### config.mk
export PLATFORM = sky130hd
export DESIGN_NAME = spi_send_ctrl_flat
export DESIGN_NICKNAME = d
export VERILOG_FILES = /design/src/rtl/spi_pkg.sv /design/src/rtl/spi_send_ctrl_if.sv /design/src/rtl/spi_gap_timer.sv /design/src/rtl/spi_send_ctrl.sv /design/src/flat_wrapper.sv
export SDC_FILE = /design/constraint.sdc
export NUM_CORES = 1
export LEC_CHECK = 0
export ABC_AREA = 1
export CORE_MARGIN = 3
export CORE_UTILIZATION = 30
export CTS_CLUSTER_DIAMETER = 60
export CTS_CLUSTER_SIZE = 24
export DETAILED_ROUTE_END_ITERATION = 6
export DONT_BUFFER_PORTS = 1
export PLACE_DENSITY = 0.53
export SYNTH_ARGS = -nofsm -noshare
export SYNTH_HDL_FRONTEND = slang
export SYNTH_SLANG_ARGS = --single-unit
### constraint.sdc
create_clock -name clk_100 -period 2 [get_ports clk_100]
set_input_delay 0.4 -clock clk_100 [delete_from_list [all_inputs] [get_ports clk_100]]
set_output_delay 0.4 -clock clk_100 [all_outputs]
set_load 0.01 [all_outputs]
### src/rtl/spi_pkg.sv
// Shared types and constants for the SPI frame sequencer.
package spi_pkg;

  typedef enum logic [2:0] {
    IDLE,
    SETUP,
    XFER,
    WAIT,
    HOLD
  } ctrl_state_t;

  typedef logic [7:0] byte_t;

  localparam byte_t SPI_CMD_DEFAULT = 8'hA5;

endpackage

### src/rtl/spi_send_ctrl_if.sv
// Byte handshake between the frame sequencer (master side) and the SPI byte engine.
interface spi_send_ctrl_if;
  import spi_pkg::*;

  byte_t tx_data;
  logic  tx_valid;
  logic  tx_ready;
  logic  tx_done;

  modport master (
    output tx_data,
    output tx_valid,
    input  tx_ready,
    input  tx_done
  );

  modport slave (
    input  tx_data,
    input  tx_valid,
    output tx_ready,
    output tx_done
  );

endinterface

### src/rtl/spi_gap_timer.sv
// 8-bit loadable down-counter; expired is high in the cycle whose edge takes it to 0,
// so a consumer registering on expired acts exactly 'value' edges after the load.
module spi_gap_timer (
  input  logic       clk_100,
  input  logic       a_rst_n,
  input  logic       s_rst,
  input  logic       load,
  input  logic [7:0] value,
  output logic       expired
);

  logic [7:0] cnt_q;
  logic [7:0] cnt_d;

  always_comb begin
    cnt_d = cnt_q;
    if (load) begin
      cnt_d = value;
    end else if (cnt_q != 8'd0) begin
      cnt_d = cnt_q - 8'd1;
    end
  end

  always_ff @(posedge clk_100 or negedge a_rst_n) begin
    if (!a_rst_n) begin
      cnt_q <= 8'd0;
    end else if (s_rst) begin
      cnt_q <= 8'd0;
    end else begin
      cnt_q <= cnt_d;
    end
  end

  assign expired = (cnt_q == 8'd1);

endmodule

### src/rtl/spi_send_ctrl.sv
// Frame sequencer: free-running count, snapshot on request, chip-select framed burst
// of a command byte followed by the snapshot (MSB byte first), one request queued.
module spi_send_ctrl
  import spi_pkg::*;
#(
  parameter int    CNT_W    = 16,
  parameter byte_t CMD_BYTE = SPI_CMD_DEFAULT,
  parameter int    CS_SETUP = 4,
  parameter int    CS_HOLD  = 4
) (
  input  logic              clk_100,
  input  logic              a_rst_n,
  input  logic              s_rst,
  input  logic              next_count,
  input  logic              start_send,
  spi_send_ctrl_if.master   tx,
  output logic              cs_n,
  output logic              busy,
  output logic              frame_done,
  output logic [CNT_W-1:0]  count
);

  localparam int NB    = 1 + CNT_W / 8;
  localparam int IDX_W = $clog2(NB + 1);

  ctrl_state_t      state_q, state_d;
  logic [CNT_W-1:0] count_q, count_d;
  logic [CNT_W-1:0] shift_q, shift_d;
  logic [IDX_W-1:0] idx_q, idx_d;
  logic             pend_q, pend_d;
  logic             cs_n_q, cs_n_d;
  logic             tx_valid_q, tx_valid_d;
  byte_t            tx_data_q, tx_data_d;
  logic             busy_q, busy_d;
  logic             frame_done_q, frame_done_d;

  logic             tmr_load;
  logic [7:0]       tmr_value;
  logic             tmr_expired;

  spi_gap_timer u_gap_timer (
    .clk_100 (clk_100),
    .a_rst_n (a_rst_n),
    .s_rst   (s_rst),
    .load    (tmr_load),
    .value   (tmr_value),
    .expired (tmr_expired)
  );

  always_comb begin
    state_d      = state_q;
    count_d      = count_q;
    shift_d      = shift_q;
    idx_d        = idx_q;
    pend_d       = pend_q;
    cs_n_d       = cs_n_q;
    tx_valid_d   = tx_valid_q;
    tx_data_d    = tx_data_q;
    busy_d       = busy_q;
    frame_done_d = 1'b0;
    tmr_load     = 1'b0;
    tmr_value    = 8'd0;

    if (next_count) begin
      count_d = count_q + 1'b1;
    end

    // Only one request is remembered while a frame is in flight; extras are dropped.
    if (start_send && (state_q != IDLE)) begin
      pend_d = 1'b1;
    end

    case (state_q)
      IDLE: begin
        if (start_send || pend_q) begin
          shift_d   = count_q;
          idx_d     = '0;
          pend_d    = 1'b0;
          cs_n_d    = 1'b0;
          busy_d    = 1'b1;
          tmr_load  = 1'b1;
          tmr_value = 8'(CS_SETUP);
          state_d   = SETUP;
        end
      end
      SETUP: begin
        if (tmr_expired) begin
          tx_valid_d = 1'b1;
          tx_data_d  = CMD_BYTE;
          state_d    = XFER;
        end
      end
      XFER: begin
        if (tx.tx_ready) begin
          tx_valid_d = 1'b0;
          state_d    = WAIT;
        end
      end
      WAIT: begin
        if (tx.tx_done) begin
          idx_d = idx_q + 1'b1;
          if (idx_q != IDX_W'(NB - 1)) begin
            tx_valid_d = 1'b1;
            tx_data_d  = shift_q[CNT_W-1 -: 8];
            shift_d    = shift_q << 8;
            state_d    = XFER;
          end else begin
            tmr_load  = 1'b1;
            tmr_value = 8'(CS_HOLD);
            state_d   = HOLD;
          end
        end
      end
      HOLD: begin
        if (tmr_expired) begin
          cs_n_d       = 1'b1;
          busy_d       = 1'b0;
          frame_done_d = 1'b1;
          state_d      = IDLE;
        end
      end
      default: begin
        state_d = IDLE;
      end
    endcase
  end

  always_ff @(posedge clk_100 or negedge a_rst_n) begin
    if (!a_rst_n) begin
      state_q      <= IDLE;
      count_q      <= '0;
      shift_q      <= '0;
      idx_q        <= '0;
      pend_q       <= 1'b0;
      cs_n_q       <= 1'b1;
      tx_valid_q   <= 1'b0;
      tx_data_q    <= 8'd0;
      busy_q       <= 1'b0;
      frame_done_q <= 1'b0;
    end else if (s_rst) begin
      state_q      <= IDLE;
      count_q      <= '0;
      shift_q      <= '0;
      idx_q        <= '0;
      pend_q       <= 1'b0;
      cs_n_q       <= 1'b1;
      tx_valid_q   <= 1'b0;
      tx_data_q    <= 8'd0;
      busy_q       <= 1'b0;
      frame_done_q <= 1'b0;
    end else begin
      state_q      <= state_d;
      count_q      <= count_d;
      shift_q      <= shift_d;
      idx_q        <= idx_d;
      pend_q       <= pend_d;
      cs_n_q       <= cs_n_d;
      tx_valid_q   <= tx_valid_d;
      tx_data_q    <= tx_data_d;
      busy_q       <= busy_d;
      frame_done_q <= frame_done_d;
    end
  end

  assign tx.tx_data  = tx_data_q;
  assign tx.tx_valid = tx_valid_q;
  assign cs_n        = cs_n_q;
  assign busy        = busy_q;
  assign frame_done  = frame_done_q;
  assign count       = count_q;

endmodule

### src/flat_wrapper.sv
// flat-port wrapper written by rule: the top's interface ports become plain ports
module spi_send_ctrl_flat import spi_pkg::*;
#(
  parameter int    CNT_W    = 16,
  parameter byte_t CMD_BYTE = SPI_CMD_DEFAULT,
  parameter int    CS_SETUP = 4,
  parameter int    CS_HOLD  = 4
)
  (clk_100, a_rst_n, s_rst, next_count, start_send, cs_n, busy, frame_done, count, tx_tx_data, tx_tx_valid, tx_tx_ready, tx_tx_done);
  spi_send_ctrl_if tx_i ();
  input  logic clk_100;
  input  logic a_rst_n;
  input  logic s_rst;
  input  logic next_count;
  input  logic start_send;
  output logic cs_n;
  output logic busy;
  output logic frame_done;
  output logic [CNT_W-1:0] count;
  output wire logic [$bits(tx_i.tx_data)-1:0] tx_tx_data;
  output wire logic [$bits(tx_i.tx_valid)-1:0] tx_tx_valid;
  input wire logic [$bits(tx_i.tx_ready)-1:0] tx_tx_ready;
  input wire logic [$bits(tx_i.tx_done)-1:0] tx_tx_done;
  assign tx_tx_data = tx_i.tx_data;
  assign tx_tx_valid = tx_i.tx_valid;
  assign tx_i.tx_ready = tx_tx_ready;
  assign tx_i.tx_done = tx_tx_done;
  spi_send_ctrl #(.CNT_W(CNT_W), .CMD_BYTE(CMD_BYTE), .CS_SETUP(CS_SETUP), .CS_HOLD(CS_HOLD)) u_core (.clk_100(clk_100), .a_rst_n(a_rst_n), .s_rst(s_rst), .next_count(next_count), .start_send(start_send), .tx(tx_i), .cs_n(cs_n), .busy(busy), .frame_done(frame_done), .count(count));
endmodule
==> results of run 1 <==
[critical path, delay by kind of cell (launching register included)]
| family | cells | cell delay [ns] |
|---|---|---|
| AND/OR/NAND/NOR | 6 | 0.66 |
| flip-flops | 1 | 0.51 |
| adder cells (fa/ha/maj) | 1 | 0.22 |
| AO/OA/AOI/OAI | 1 | 0.16 |
[synth_stat cells (all sizes together)]
library cell	number	area, sq um
clkbuf	4	16.3
clkinv	1	3.75
nand2	125	499
nand3	26	170
nor3	10	50.1
o21ai	34	181
a21oi	11	55.1
a31oi	1	6.26
ha	5	62.6
and3	1	6.26
buf	5	48.8
dfrtp	57	1430
inv	35	139
xor2	5	43.8
xnor2	2	17.5
nand3b	1	7.51
nand4	6	37.5
nor2	47	218
a21boi	1	7.51
or2	1	6.26
o31ai	1	7.51
dfstp	1	26.3
[logic make-up (layout without fill, tap and decap cells)]
family	after synthesis	in the layout	share of synthesized area [%]
adder cells (fa/ha/maj)	5	5	2.06
flip-flops	58	58	47.8
XOR/XNOR	7	7	2.02
buffers and inverters	45	55	6.84
AO/OA/AOI/OAI	48	48	8.49
AND/OR/NAND/NOR	217	217	32.8
[registers in the layout, indices dropped and copies added (netlist names)]
register and flops:
u_core.tx.tx_data 8, u_core.busy 1, u_core.cs_n 1, u_core.shift_q 16, u_core.u_gap_timer.cnt_q 8, u_core.pend_q 1
u_core.count 16, u_core.state_q 3, u_core.tx.tx_valid 1, u_core.frame_done 1, u_core.idx_q 2
[per-stage QoR]
| stage | hold WS [ns] | utilization, % | power, mW | cell area (sq um) | setup slack, ns |
|---|---|---|---|---|---|
| after floorplan | 0.104 | - | 2.58 | 3040 | 0.500 |
| after CTS | 0.106 | 34.4 | 3.81 | 3370 | 0.332 |
| after global routing | 0.100 | 34.4 | 4.07 | 3370 | 0.0891 |
| after global placement | 0.107 | 32.1 | 2.70 | 3150 | 0.354 |
| after detailed placement | 0.107 | 32.1 | 2.71 | 3150 | 0.331 |
| final | 0.133 | 34.4 | 3.74 | 3370 | 0.348 |
[routing by layer]
layer | wire (um) | vias to the layer above
li1 | - | 1233
met4 | 92 | 0
met5 | 0 | -
met3 | 418 | 8
met1 | 3310 | 1080
met2 | 2990 | 53
[what timing repair did]
item,4_1_cts,5_1_grt
hold buffers,2,0
endpoints found under the setup margin,0,0
hold endpoints to repair,58,0
[cell type report]
class	instances	area share, %
Clock buffer	9	3.67
Clock inverter	6	1.74
Inverter	36	4.23
Multi-Input combinational cell	277	40.8
Sequential cell	58	43.1
Tap cell	133	4.93
Timing Repair Buffer	4	1.56
[worst max-delay path by stage]
stage | start | endpoint | slack, ns | cells after the start
after detailed placement | u_core.count[0] | u_core.count[12] | 0.33 | 8
after global placement | u_core.count[0] | u_core.count[12] | 0.35 | 8
after global routing | u_core.count[0] | u_core.count[8] | 0.09 | 9
after floorplan | u_core.count[0] | u_core.count[12] | 0.50 | 8
after CTS | u_core.count[0] | u_core.count[12] | 0.33 | 8
final | u_core.count[0] | u_core.count[12] | 0.35 | 8
[power breakdown]
part / switching (mW) / total (mW) / internal (mW) / leakage (nW)
Clock: 0.472 / 1.03 / 0.561 / 0.0986
Sequential: 0.212 / 1.57 / 1.36 / 0.786
Combinational: 0.747 / 1.14 / 0.392 / 0.763
==> results.json, run 1 <==
{
  "outcome": "finished clean",
  "grt_use_met1_pct": 18.2,
  "critical_path_class": "register to register",
  "crit_slowest_cell": "dfrtp_1",
  "fp.dieArea_sq_um": 11400,
  "vias": 2374,
  "ys_types": 38,
  "grt_max_degree": 59,
  "synth.ff_latch_count": 58,
  "antenna_found_initial": 0,
  "netlist_area_sq_um": 3040,
  "holdPathEnd": "u_core.count[1]",
  "drc": 0,
  "crit_required_ns": 2.23,
  "vdd.ir_drop.worst_mv": 0.294,
  "final_nets": 398,
  "setup_viol": 0,
  "rr_startpoint": "u_core.count[0]",
  "arrival_ns": 1.88,
  "top_usage_layer": "met2",
  "end_kind": "register",
  "core_sq_um": 9820,
  "antenna_cells": 0,
  "power_density_nw_per_um2": 1110,
  "grt_setup_unrepaired": "no",
  "grtUsageTotal_pct": 13.3,
  "finClkSkew_ns": 0.0112,
  "min_path_type": "input pin to register",
  "numCtsBuffers": 9,
  "final_common_cell": "nand2_1",
  "min_period_ns": 1.65,
  "max-cap-violations": 0,
  "p_leak_nw": 1.65,
  "fmax_mhz": 605,
  "worstSkewPairLatency_ns": 0.33,
  "relSlewSlack_pct": 70.2,
  "seqCellArea_sq_um": 1450,
  "place.gp.congestion": 0.877,
  "finalHoldViolations": 0,
  "syn_nets": 392,
  "maxSlewViolCount": 0,
  "met2_usage_pct": 19.4,
  "syn_inst": 380,
  "whs_path_depth": 1,
  "syn_area_per_cell_sq_um": 7.99,
  "use_met3_pct": 4.52,
  "worst_slew_pin_slew_ns": 0.443,
  "cp-start-kind": "register",
  "die_x_um": 107,
  "grt_pass1_vias": 2394,
  "mostFrequentLayoutCells": "nand2_1, dfrtp_1, nor2_1, inv_1, o21ai_0",
  "hold_start": "s_rst",
  "multi_input_area_sq_um": 1380,
  "io_buffers": 0,
  "dp_hpwl_um": 4810,
  "worstPathCellList": "ha_1, nand2_1, nor2_1, nand2_1, nor2_2, nand2_1, o21ai_0, nor2_1",
  "finalCritPeriodShare_pct": 82.6,
  "cts_max_level": 3,
  "drt_pass1_iterations": 4,
  "wire_per_inst_um": 13.0,
  "wirelength_um": 6810,
  "via_per_inst": 4.54,
  "tns_ns": 0,
  "cpPeakStageDelay_ns": 0.51,
  "drive_gt1_share_pct": 11.5,
  "drt_iter0_drc": 112,
  "r2r_slack_ns": 0.35,
  "finalNonFillerCells": 523,
  "cts_resized": 0,
  "initial_utilization_pct": 30.9,
  "post-cts-setup-buffer-count": 0,
  "io_pins": 35,
  "die_y_um": 107,
  "dp_cells": 506,
  "clkTransAtPathRegs_ns": 0.07,
  "regToRegEndpoint": "u_core.count[12]",
  "postRouteAntennaNets": 0,
  "rr_worst_depth": 8,
  "nFillCells": 1083,
  "cts_sinks": 58,
  "ys_seq_area_share_pct": 47.8,
  "rows": 36,
  "cts_root_buffer": "clkbuf_8",
  "cts_buffer_depth": 2,
  "grt_pass1_wl_um": 12100,
  "cts_tree": "yes",
  "area_delta_synth_final_pct": 11.1,
  "critical_path_peak_fanout": 5,
  "grt_overflow": 0,
  "crit_top_cell": "nand2_1",
  "ys_warn_count": 0
}
(Power assumes the default switching activity.)
==> inputs of run 2 (changes only) <==
- PLACE_DENSITY: 0.53 -> 0.54
- clock period: 2 -> 1.4 ns (I/O delays scaled with it)
==> run 2 against run 1 <==
Against the previous run:
- the flow now finishes with violations (hold timing, setup timing)
- maximum frequency increased by 18%
- register-to-register slack got worse by 0.35 ns
- via count increased by 13%
- largest cell class is now multi-input gates
- first-iteration DRC count decreased by 26%
==> results.json, run 2 (synthesis results as in run 1) <==
{
  "critical_path_class": "register to register",
  "relSlewSlack_pct": 77.1,
  "r2r_slack_ns": -0.000005,
  "drt_pass1_iterations": 4,
  "cts_max_level": 3,
  "fmax_mhz": 714,
  "min_period_ns": 1.40,
  "cp-start-kind": "register",
  "rr_worst_depth": 8,
  "cp_num_buf_inv": 2,
  "die_x_um": 107,
  "antenna_found_initial": 0,
  "cts_buffer_depth": 2,
  "failed_checks": "hold timing, setup timing",
  "final_common_cell": "nand2_1",
  "maxSlewViolCount": 0,
  "io_pins": 35,
  "whs_ns": -0.373,
  "worstSkewPairLatency_ns": 0.34,
  "numCtsBuffers": 9,
  "io_buffers": 0,
  "met2_usage_pct": 22.0,
  "place.gp.congestion": 0.841,
  "wirelength_um": 7590,
  "finalHoldViolations": 58,
  "setup_viol": 1,
  "rr_startpoint": "u_core.state_q[2]",
  "core_sq_um": 9820,
  "postRouteAntennaNets": 0,
  "final_nets": 460,
  "clkTransAtPathRegs_ns": 0.07,
  "p_leak_nw": 1.96,
  "via_per_inst": 4.58,
  "rows": 36,
  "drt_iter0_drc": 83,
  "nFillCells": 1025,
  "arrival_ns": 1.64,
  "critPathTopFamily": "simple AND/OR/NAND/NOR gates",
  "grt_use_met1_pct": 18.4,
  "dp_hpwl_um": 5200,
  "seqCellArea_sq_um": 1460,
  "drc": 0,
  "use_met3_pct": 3.25,
  "top_usage_layer": "met2",
  "cpPeakStageDelay_ns": 0.42,
  "cts_root_buffer": "clkbuf_8",
  "min_path_type": "input pin to asynchronous set/reset pin",
  "wire_per_inst_um": 13.0,
  "finalNonFillerCells": 586,
  "regToRegEndpoint": "u_core.shift_q[11]",
  "outcome": "finished with violations",
  "vdd.ir_drop.worst_mv": 0.454,
  "grt_max_degree": 59,
  "crit_required_ns": 1.64,
  "holdBufCountCts": 1,
  "worstPathCellList": "buf_4, nor2_4, nand3_4, o21ai_4, nor2_8, buf_4, nand2_1, nand2_1",
  "crit_slowest_cell": "dfrtp_1",
  "pre_cts_ws_ns": -0.119,
  "worst_slack_ns": -0.00000466,
  "grtUsageTotal_pct": 14.2,
  "worst_slew_pin_slew_ns": 0.342,
  "grt_pass1_wl_um": 12800,
  "mostFrequentLayoutCells": "nand2_1, buf_4, dfrtp_1, nor2_1, inv_1",
  "antenna_cells": 0,
  "max-cap-violations": 0,
  "grt_pass1_vias": 2653,
  "vias": 2683,
  "finalCritPeriodShare_pct": 100,
  "power_density_nw_per_um2": 1520,
  "dp_cells": 555,
  "fp.dieArea_sq_um": 11400,
  "die_y_um": 107,
  "grt_overflow": 0,
  "initial_utilization_pct": 30.9,
  "grt_setup_unrepaired": "yes",
  "area_delta_synth_final_pct": 33.2,
  "cts_tree": "yes",
  "cts_sinks": 58,
  "critical_path_peak_fanout": 5,
  "drive_gt1_share_pct": 34.4,
  "multi_input_area_sq_um": 1580,
  "finClkSkew_ns": 0.0102,
  "end_kind": "register"
}
[run 2: cell count changes in the layout (fill, tap and decap cells not counted), moves of 4 or more]
cell | before | now
nor2_2 | 1 | 7
dfrtp_1 | 57 | 52
inv_1 | 31 | 27
nor2_4 | 3 | 8
dfrtp_2 | 0 | 5
nand3_1 | 21 | 17
nor2_1 | 42 | 31
buf_4 | 2 | 60
o21ai_0 | 26 | 21
nand2_2 | 9 | 19
inv_2 | 2 | 6
nand2_1 | 115 | 102
[run 2: stage by stage]
step	setup TNS [ns]	hold WS, ns	power [mW]	area, sq um	utilization (%)
6_report	-0.00000466	-0.373	6.15	4050	41.2
5_1_grt	-2.22	-0.389	6.63	4050	41.2
4_1_cts	-0.00482	-0.396	6.00	3870	39.4
3_5_place_dp	-3.60	-0.0128	4.26	3540	36.1
3_3_place_gp	-2.13	-0.0126	4.23	3540	36.1
2_1_floorplan	-0.0189	-0.0156	3.69	3060	-
[run 2: power by group]
group	leakage [nW]	switching (mW)	internal [mW]
Clock	0.0882	0.725	0.688
Combinational	1.09	1.36	1.15
Sequential	0.779	0.280	1.95
[run 2: worst reg2reg max path: cells and delay by family, from the launching register on]
family          cells  cell delay, ns
compound gates      1            0.10
buf+inv             2            0.31
simple gates        5            0.47
flops               1            0.42
[run 2: layout make-up]
| class | count | share of cell area, % |
|---|---|---|
| Multi-Input combinational cell | 278 | 39.0 |
| Sequential cell | 58 | 36.1 |
| Timing Repair Buffer | 65 | 12.7 |
| Tap cell | 133 | 4.11 |
| Inverter | 36 | 3.68 |
| Clock buffer | 10 | 3.40 |
| Clock inverter | 6 | 1.05 |
[run 2: what timing repair did]
item	4_1_cts	5_1_grt
setup endpoints to repair	46	49
cloned	1	0
gates resized for setup	18	44
buffers inserted	7	6
hold endpoints to repair	64	58
pin swaps	9	12
[run 2: worst max path at each step]
stage / from / end / cells past startpoint
finish: u_core.state_q[2] / u_core.shift_q[11] / 8
global route: u_core.state_q[1] / u_core.shift_q[11] / 8
CTS: u_core.state_q[1] / u_core.shift_q[2] / 8
detailed placement: u_core.state_q[1] / u_core.shift_q[5] / 7
global placement: u_core.state_q[1] / u_core.tx.tx_data[7] / 7
floorplan: u_core.count[1] / u_core.count[8] / 10
[run 2: metal layers]
metal	up-vias	share of wire (%)
met3	19	4.8
met2	51	46
met5	-	0
met4	0	3.3
li1	1355	-
met1	1258	46
==> inputs of run 3 (changes only) <==
==> constraint.sdc (replaced) <==
create_clock -name clk_100 -period 1.4 [get_ports clk_100]
set_input_delay 0.21 -clock clk_100 [delete_from_list [all_inputs] [get_ports clk_100]]
set_output_delay 0.21 -clock clk_100 [all_outputs]
set_load 0.01 [all_outputs]
==> run 3 against run 2 <==
Against the previous run:
- the run still ends with hold timing, setup timing left
- worst setup slack lost 0.0090 ns
- power increased by 0.11%
- wire length grew 0.72%
- highest routed layer unchanged
- final cell count increased by 0.51%
- worst hold slack worse by 0.072 ns
- sequential share of layout area fell by 0.53 points
- clock skew is essentially flat
- combinational power is essentially flat
- critical path depth is the same
==> results.json, run 3 (synthesis results as in run 1) <==
{
  "die_x_um": 107,
  "grt_setup_unrepaired": "yes",
  "cts_root_buffer": "clkbuf_8",
  "drt_iter0_drc": 68,
  "worst_slack_ns": -0.00897,
  "failed_checks": "hold timing, setup timing",
  "whs_ns": -0.445,
  "core_sq_um": 9820,
  "vias": 2680,
  "initial_utilization_pct": 30.9,
  "critical_path_peak_fanout": 8,
  "cts_max_level": 3,
  "finalHoldViolations": 58,
  "drt_pass1_iterations": 4,
  "critPathTopFamily": "simple AND/OR/NAND/NOR gates",
  "wirelength_um": 7650,
  "end_kind": "register",
  "dp_hpwl_um": 5200,
  "maxSlewViolCount": 0,
  "rows": 36,
  "antenna_cells": 0,
  "max-cap-violations": 0,
  "nFillCells": 1011,
  "worstSkewPairLatency_ns": 0.34,
  "finalCritPeriodShare_pct": 101,
  "finClkSkew_ns": 0.00976,
  "drc": 0,
  "outcome": "finished with violations",
  "seqCellArea_sq_um": 1460,
  "finalNonFillerCells": 589,
  "grt_max_degree": 59,
  "antenna_found_initial": 0,
  "cts_tree": "yes",
  "holdBufCountCts": 2,
  "grtUsageTotal_pct": 14.2,
  "worst_slew_pin_slew_ns": 0.354,
  "clkTransAtPathRegs_ns": 0.07,
  "final_nets": 463,
  "min_path_type": "input pin to asynchronous set/reset pin",
  "crit_required_ns": 1.64,
  "fp.dieArea_sq_um": 11400,
  "io_buffers": 0,
  "arrival_ns": 1.65,
  "critical_path_class": "register to register",
  "vdd.ir_drop.worst_mv": 0.448,
  "grt_pass1_wl_um": 12900,
  "pre_cts_ws_ns": -0.119,
  "place.gp.congestion": 0.841,
  "postRouteAntennaNets": 0,
  "die_y_um": 107,
  "via_per_inst": 4.55,
  "mostFrequentLayoutCells": "nand2_1, buf_4, dfrtp_1, nor2_1, inv_1",
  "grt_pass1_vias": 2678,
  "cts_sinks": 58,
  "worstPathCellList": "buf_4, nor2_4, nand3_4, o21ai_4, nor2_8, buf_12, nand3_1, nand2_1",
  "setup_viol": 2,
  "wire_per_inst_um": 13.0,
  "cts_buffer_depth": 2,
  "drive_gt1_share_pct": 34.6,
  "min_period_ns": 1.41,
  "final_common_cell": "nand2_1",
  "cp-start-kind": "register",
  "dp_cells": 555,
  "numCtsBuffers": 9,
  "area_delta_synth_final_pct": 35.2,
  "cp_num_buf_inv": 2,
  "worst-path-stages": 8,
  "power_density_nw_per_um2": 1500,
  "grt_overflow": 0,
  "rr_worst_depth": 8,
  "p_leak_nw": 2.00,
  "fmax_mhz": 710,
  "io_pins": 35,
  "relSlewSlack_pct": 76.3,
  "crit_slowest_cell": "dfrtp_2",
  "multi_input_area_sq_um": 1600,
  "cpPeakStageDelay_ns": 0.44
}
run 3: cell types whose count changed in the layout (fill, tap and decap cells not counted), sizes merged:
cell	previous run	this run
buf	64	66
dlygate4sd3	1	2
run 3: per-stage QoR:
stage / utilization [%] / power [mW] / instance area, sq um / TNS (ns)
finish: 41.8 / 6.15 / 4110 / -0.0166
global route: 41.8 / 6.63 / 4110 / -2.39
CTS: 39.6 / 6.01 / 3890 / -0.00482
detailed placement: 36.1 / 4.26 / 3540 / -3.60
global placement: 36.1 / 4.23 / 3540 / -2.13
floorplan: - / 3.69 / 3060 / -0.0189
run 3: path summary, 6_finish.rpt:
kind	from	to	slack (ns)
setup reg to reg	u_core.state_q[2]	u_core.shift_q[2]	-0.009
max in group asynchronous	a_rst_n	u_core.cs_n	1.67
hold / removal	a_rst_n	u_core.count[7]	-0.45
min in group clk_100	next_count	u_core.count[0]	0.02
setup / recovery	u_core.state_q[2]	u_core.shift_q[2]	-0.009
hold reg to reg	u_core.shift_q[9]	u_core.shift_q[9]	0.48
run 3: layer usage:
metal	up-vias	part of all wire (%)	GRT usage, %
met4	0	3.3	7.76
li1	1357	-	-
met1	1257	46	18.4
met5	-	0	0
met3	19	4.6	3.25
met2	47	46	22.1
run 3: what timing repair did:
action / in CTS / in global routing
gates resized for setup: 18 / 48
endpoints found under the setup margin: 46 / 50
buffers inserted: 8 / 7
hold endpoints to repair: 64 / 58
pin swaps: 7 / 17
gates cloned: 1 / 0
run 3: worst register-to-register path, delay by kind of cell (launching register included):
family          cells  cell delay [ns]
buf+inv             2             0.29
compound gates      1             0.10
simple gates        5             0.47
flops               1             0.44
run 3: report_power, final:
group | switching (mW) | internal (mW)
Combinational | 1.35 | 1.15
Sequential | 0.293 | 1.94
Clock | 0.724 | 0.688
run 3: layout make-up:
class                   instances  area share [%]
multi-input cells             278            39.1
flip-flops and latches         58            35.5
clock inverters                 6            1.04
repair buffers                 68            13.3
well taps                     133            4.05
clock buffers                  10            3.35
inverters                      36            3.63
